**config.mk**
```make
export PLATFORM = sky130hd
export DESIGN_NAME = sa_autosa_sdp_wdma_split
export DESIGN_NICKNAME = d
export VERILOG_FILES = /design/src/rtl/sa_autosa_sdp_wdma_split.sv
export SDC_FILE = /design/constraint.sdc
export NUM_CORES = 2
export LEC_CHECK = 0
export CORE_AREA = 2 2 499 501
export CTS_BUF_LIST = sky130_fd_sc_hd__clkbuf_16
export CTS_CLUSTER_SIZE = 20
export DETAILED_ROUTE_END_ITERATION = 8
export DIE_AREA = 0 0 501 503
export GPL_ROUTABILITY_DRIVEN = 0
export MAX_ROUTING_LAYER = met4
export PLACE_DENSITY = 0.39
export SLEW_MARGIN = 5
export SYNTH_ARGS = -nofsm -noshare
export SYNTH_HDL_FRONTEND = slang
export SYNTH_SLANG_ARGS = --single-unit
export TNS_END_PERCENT = 50
```
**constraint.sdc**
```tcl
create_clock -name autosa_core_clk -period 32.4 [get_ports autosa_core_clk]
set_input_delay 4.86 -clock autosa_core_clk [delete_from_list [all_inputs] [get_ports autosa_core_clk]]
set_output_delay 4.86 -clock autosa_core_clk [all_outputs]
set_load 0.05 [all_outputs]
```
**src/rtl/sa_autosa_sdp_wdma_split.sv**
```systemverilog
// sa_autosa_sdp_wdma_split
// Splits one wide masked word (ATOMS atoms) into narrow memory-write beats of
// OUT_ATOMS atoms each. The mask slice travels with every beat, the final beat
// of a word is flagged, and an end-of-surface marker rides on that final beat.
// Words whose mask is all zero are swallowed, and their end marker is carried
// forward to the next word that does emit beats.
module sa_autosa_sdp_wdma_split #(
  parameter int ATOM_W    = 256,
  parameter int ATOMS     = 4,
  parameter int OUT_ATOMS = 1
) (
  input  logic                                 autosa_core_clk,
  input  logic                                 autosa_core_rst,
  input  logic                                 inp_pvld,
  output logic                                 inp_prdy,
  input  logic [ATOMS*ATOM_W+ATOMS-1:0]         inp_data,
  input  logic                                 inp_end,
  output logic                                 out_pvld,
  input  logic                                 out_prdy,
  output logic [OUT_ATOMS*ATOM_W+OUT_ATOMS-1:0] out_data,
  output logic                                 out_last,
  output logic                                 out_end
);

  localparam int RATIO  = ATOMS / OUT_ATOMS;
  localparam int CNT_W  = (RATIO > 1) ? $clog2(RATIO) : 1;
  localparam int DATA_W = ATOMS * ATOM_W;
  localparam int BEAT_W = OUT_ATOMS * ATOM_W;

  // Reject geometries the beat slicing cannot represent.
  if (((ATOMS % OUT_ATOMS) != 0) ||
      !((OUT_ATOMS == 1) || (OUT_ATOMS == 2) || (OUT_ATOMS == 4))) begin : g_param_err
    $error("sa_autosa_sdp_wdma_split: OUT_ATOMS must be 1, 2 or 4 and divide ATOMS");
  end

  typedef enum logic {
    IDLE = 1'b0,
    SEND = 1'b1
  } state_t;

  state_t              state;
  logic [DATA_W-1:0]   data_q;
  logic [ATOMS-1:0]    mask_q;
  logic                end_q;     // end marker of the word being sent
  logic                end_pend;  // end marker inherited from a discarded empty word
  logic [CNT_W-1:0]    cnt;       // index of the beat currently presented
  logic [CNT_W-1:0]    last_q;    // index of the final beat of the current word

  logic                busy;
  logic                inp_acc;
  logic                out_acc;
  logic [DATA_W-1:0]   inp_word;
  logic [ATOMS-1:0]    inp_mask;
  logic [BEAT_W-1:0]   beat_data;
  logic [OUT_ATOMS-1:0] beat_mask;

  // Index of the last beat holding the highest set mask bit.
  function automatic logic [CNT_W-1:0] last_beat(input logic [ATOMS-1:0] mask);
    logic [CNT_W-1:0] idx;
    idx = '0;
    for (int k = 0; k < ATOMS; k++) begin
      if (mask[k]) idx = CNT_W'(k / OUT_ATOMS);
    end
    return idx;
  endfunction

  assign inp_word = inp_data[DATA_W-1:0];
  assign inp_mask = inp_data[DATA_W +: ATOMS];

  assign busy     = (state == SEND);
  assign out_pvld = busy;
  assign out_last = busy && (cnt == last_q);
  assign out_end  = out_last && end_q;
  assign out_acc  = out_pvld && out_prdy;
  // Ready while idle, or when the last beat of the current word leaves this
  // cycle, so a following word loads with no bubble in between.
  assign inp_prdy = !busy || (out_acc && out_last);
  assign inp_acc  = inp_pvld && inp_prdy;

  // Select the stored atoms and mask bits of the beat addressed by cnt.
  always_comb begin
    // NOTE: every combinational output gets a default first so no path leaves it unassigned (no latch).
    beat_data = '0;
    beat_mask = '0;
    for (int b = 0; b < RATIO; b++) begin
      if (cnt == CNT_W'(b)) begin
        beat_data = data_q[b*BEAT_W +: BEAT_W];
        beat_mask = mask_q[b*OUT_ATOMS +: OUT_ATOMS];
      end
    end
  end

  assign out_data = {beat_mask, beat_data};

  // Word capture, beat sequencing and the IDLE/SEND state machine.
  always_ff @(posedge autosa_core_clk or posedge autosa_core_rst) begin
    if (autosa_core_rst) begin
      state    <= IDLE;
      cnt      <= '0;
      last_q   <= '0;
      // NOTE: the word store is reset too, because out_data is defined to read zero in reset.
      data_q   <= '0;
      mask_q   <= '0;
      end_q    <= 1'b0;
      end_pend <= 1'b0;
    end else begin
      // NOTE: non-blocking assignments so every register samples pre-edge values.
      if (inp_acc) begin
        if (inp_mask != '0) begin
          state    <= SEND;
          cnt      <= '0;
          last_q   <= last_beat(inp_mask);
          data_q   <= inp_word;
          mask_q   <= inp_mask;
          end_q    <= inp_end || end_pend;
          end_pend <= 1'b0;
        end else begin
          // Empty word: nothing to emit. If a word was finishing this cycle
          // it has left, so the block goes idle either way.
          state <= IDLE;
          if (inp_end) end_pend <= 1'b1;
        end
      end else if (out_acc) begin
        if (out_last) state <= IDLE;
        else          cnt   <= cnt + CNT_W'(1);
      end
    end
  end

endmodule

```
==> reports/results.tsv <==
stage	metric	value	unit
die	dieWidth	501	um
outcome	status	finished clean	
synthesis	synthesis.area	0.0511	mm^2
cts	clk_pin_slew	0.05	ns
route	initialDrtViolationCount	1896	
setup_path	cp_data_arrival_time	6.54	ns
final_layout	drive_gt1_share	26.9	%
timing	fin_crit_sh	35.2	%
grt	grt_max_degree	153	
run	cap_violations	0	
final_layout	layout.nets	5667	
grt	grt_overflow	0	
timing	slew_viol_final	0	
power_and_ir_drop	vdd_drop_max	0.0000756	V
synthesis	ys_ff_latch	1035	
cts	cts_setup_buffers	0	
timing	tightest_slew	1.29	ns
cts	cts_resized	0	
route	wl_per_cell	27.3	um
die	start_util	20.7	%
setup_path	cp_max_fo	8	
timing	rsz0062_at_grt	false	
timing	timing.final.crit_period	11.40	ns
final_layout	nFillCells	25300	
power_and_ir_drop	power.leakage	0.0287	uW
placement	numPortBuffers	1293	
power_and_ir_drop	powerDensity	127	mW/mm^2
route	dr.pass1.iters	5	
grt	grt_pass1_wl	303000	um
synthesis	synth.avg_cell_area	15.0	um^2
setup_path	critPathKind	in -> out	
placement	dpl.hpwl	161000	um
die	ios	1294	
timing	finalClockSkew	0.0330	ns
timing	max-slew-margin-rel	13.0	%
synthesis	synthCells	3420	
timing	layout_setup_ws	21.00	ns
route	drc	0	
final_layout	area_growth	37.3	%
die	rows	183	
grt	grtUsageTotal	17.4	%
route	antenna_left	0	
timing	setup_viol	0	
cts	worstSkewPairLatency	0.78	ns
power_and_ir_drop	p_total	8930	uW
die	die_y	503	um
cts	cts_max_level	4	
power_and_ir_drop	p_sw	3910	uW
route	num_vias	34100	
cts	clockBufferDepth	3	
cts	cts-root-buf	clkbuf_16	
grt	grt_pass1_vias	36500	
die	die-area	0.252	mm^2
final_layout	regArea	0.0259	mm^2
route	viasPerCell	4.22	
cts	hold_buffers	0	
power_and_ir_drop	power_frac_seq	26.9	%
cts	cts.sinks	1035	
setup_path	end_kind	output port	
die	core	0.247	mm^2
timing	max_freq	87.8	MHz
synthesis	yosysWarnings	0	
final_layout	multi_input_area	0.0224	mm^2
timing	timing.setup.tns	0	ns
synthesis	ys_seq_area_share	50.6	%
power_and_ir_drop	combPwrFrac	57.1	%
cts	cts_tree	done	
setup_path	startpoint_type	primary input	
timing	hold_viol_final	0	
setup_path	crit_required	27.54	ns
power_and_ir_drop	clkPwrFrac	16.0	%
grt	antenna_found_initial	127	
hold_path	hold_class	reg -> reg	
power_and_ir_drop	cell_internal_pwr	5020	uW
power_and_ir_drop	swShare	43.8	%
placement	pre_cts_ws	21.02	ns
cts	cts_buffers	138	
synthesis	synth_cell_types	32	
route	routed_wirelength	220000	um
synthesis	synth_fp_nets	4457	
[through the flow]
stage          hold slack, ns  util [%]  instances  cell area (um^2)
2_1_floorplan           0.464         -       3420             51100
3_3_place_gp            0.490      26.7       7727             65900
3_5_place_dp            0.492      26.7       7727             65900
4_1_cts                 0.508      28.3       7971             70000
5_1_grt                 0.517      28.4       8062             70200
6_report                0.501      28.4       8070             70200
[metal layers]
metal  GRT usage (%)  up-vias  wire (um)
li1                -    15200          -
met1            21.5    17500      95600
met2            26.6     1158     101000
met3            6.94      255      19700
met4            3.83        0       3940
met5               -        -          0
[power by group through the flow]
stage	clock network, uW	registers (uW)	logic (uW)
6_report	1430	2400	5100
5_1_grt	1540	2480	5380
4_1_cts	1490	2410	5190
3_5_place_dp	0	2410	5160
3_3_place_gp	0	2420	5140
2_1_floorplan	0	2270	3720
[cell usage in the layout (no fill, tap or decap), drive strengths merged, types with 3 or more instances in the layout]
master	count
clkinvlp	4
clkbuf	139
mux2	1027
clkdlybuf4s50	1293
o21ai	3
a21oi	6
nor2b	257
ha	4
diode	99
inv	47
nor2	3
o31ai	256
buf	64
clkinv	60
nand2	262
dfrtp	1035
a221oi	256
[cell families after synthesis]
logic type / count (synthesis) / share of synthesized area [%]
mux: 1028 / 30.0
fa+ha+maj: 4 / 0.0979
xor+xnor: 2 / 0.0343
simple gates: 528 / 5.17
buf+inv: 294 / 5.70
flops: 1035 / 50.6
compound gates: 529 / 8.38
[worst paths after layout]
check                                     start                      end  slack (ns)  cells after the start
max                                    out_prdy                 inp_prdy       21.00                      3
min reg2reg                end_pend$_DFFE_PP0P_     end_pend$_DFFE_PP0P_        0.50                      2
min in group asynchronous       autosa_core_rst  data_q[804]$_DFFE_PP0P_        4.34                      2
min                        end_pend$_DFFE_PP0P_     end_pend$_DFFE_PP0P_        0.50                      2
max in group asynchronous       autosa_core_rst  data_q[672]$_DFFE_PP0P_       23.03                      8
max reg2reg                  cnt[0]$_DFFE_PP0P_  data_q[615]$_DFFE_PP0P_       25.99                      9
[cell usage after synthesis]
cell type / number / area share, %
a31oi_1: 1 / 0.012
inv_1: 7 / 0.051
a21oi_1: 6 / 0.059
a32o_1: 1 / 0.020
and2_1: 1 / 0.012
o41a_1: 1 / 0.022
xnor2_1: 2 / 0.034
a22o_1: 2 / 0.034
ha_1: 4 / 0.098
clkbuf_1: 165 / 1.2
o31ai_1: 256 / 3.8
and2_4: 1 / 0.017
nor2b_1: 257 / 3.1
buf_12: 111 / 4.3
nor3_1: 1 / 0.0098
nor2_1: 3 / 0.022
mux2_2: 27 / 0.59
nand2_1: 262 / 1.9
mux2_4: 1000 / 29
buf_2: 3 / 0.029
nand3b_1: 1 / 0.015
o211ai_1: 1 / 0.015
dfrtp_1: 1035 / 51
buf_4: 1 / 0.015
buf_1: 7 / 0.051
mux2i_1: 1 / 0.020
a221oi_1: 256 / 4.4
nand2b_1: 1 / 0.012
o22ai_1: 1 / 0.012
a31o_4: 1 / 0.034
or2b_1: 1 / 0.015
o21ai_0: 3 / 0.029
[layout make-up]
type / count / share of cell area, %
clock inverter: 105 / 0.882
inverter: 7 / 0.0428
tap: 3237 / 5.77
sequential: 1035 / 36.9
timing repair buffer: 1357 / 19.3
clock buffer: 139 / 4.95
multi-input combinational: 2091 / 31.9
antenna: 99 / 0.353
[flip-flops by register name, summed over array words and instances (netlist names)]
signal	count
out_pvld	1
cnt	2
data_q	1024
end_q	1
end_pend	1
last_q	2
mask_q	4
[worst max-delay path, stage by stage]
cell	delay [ns]
clkdlybuf4s50_1	0.58
a31o_4	0.26
clkdlybuf4s50_1	0.83
(Power assumes the default switching activity.)
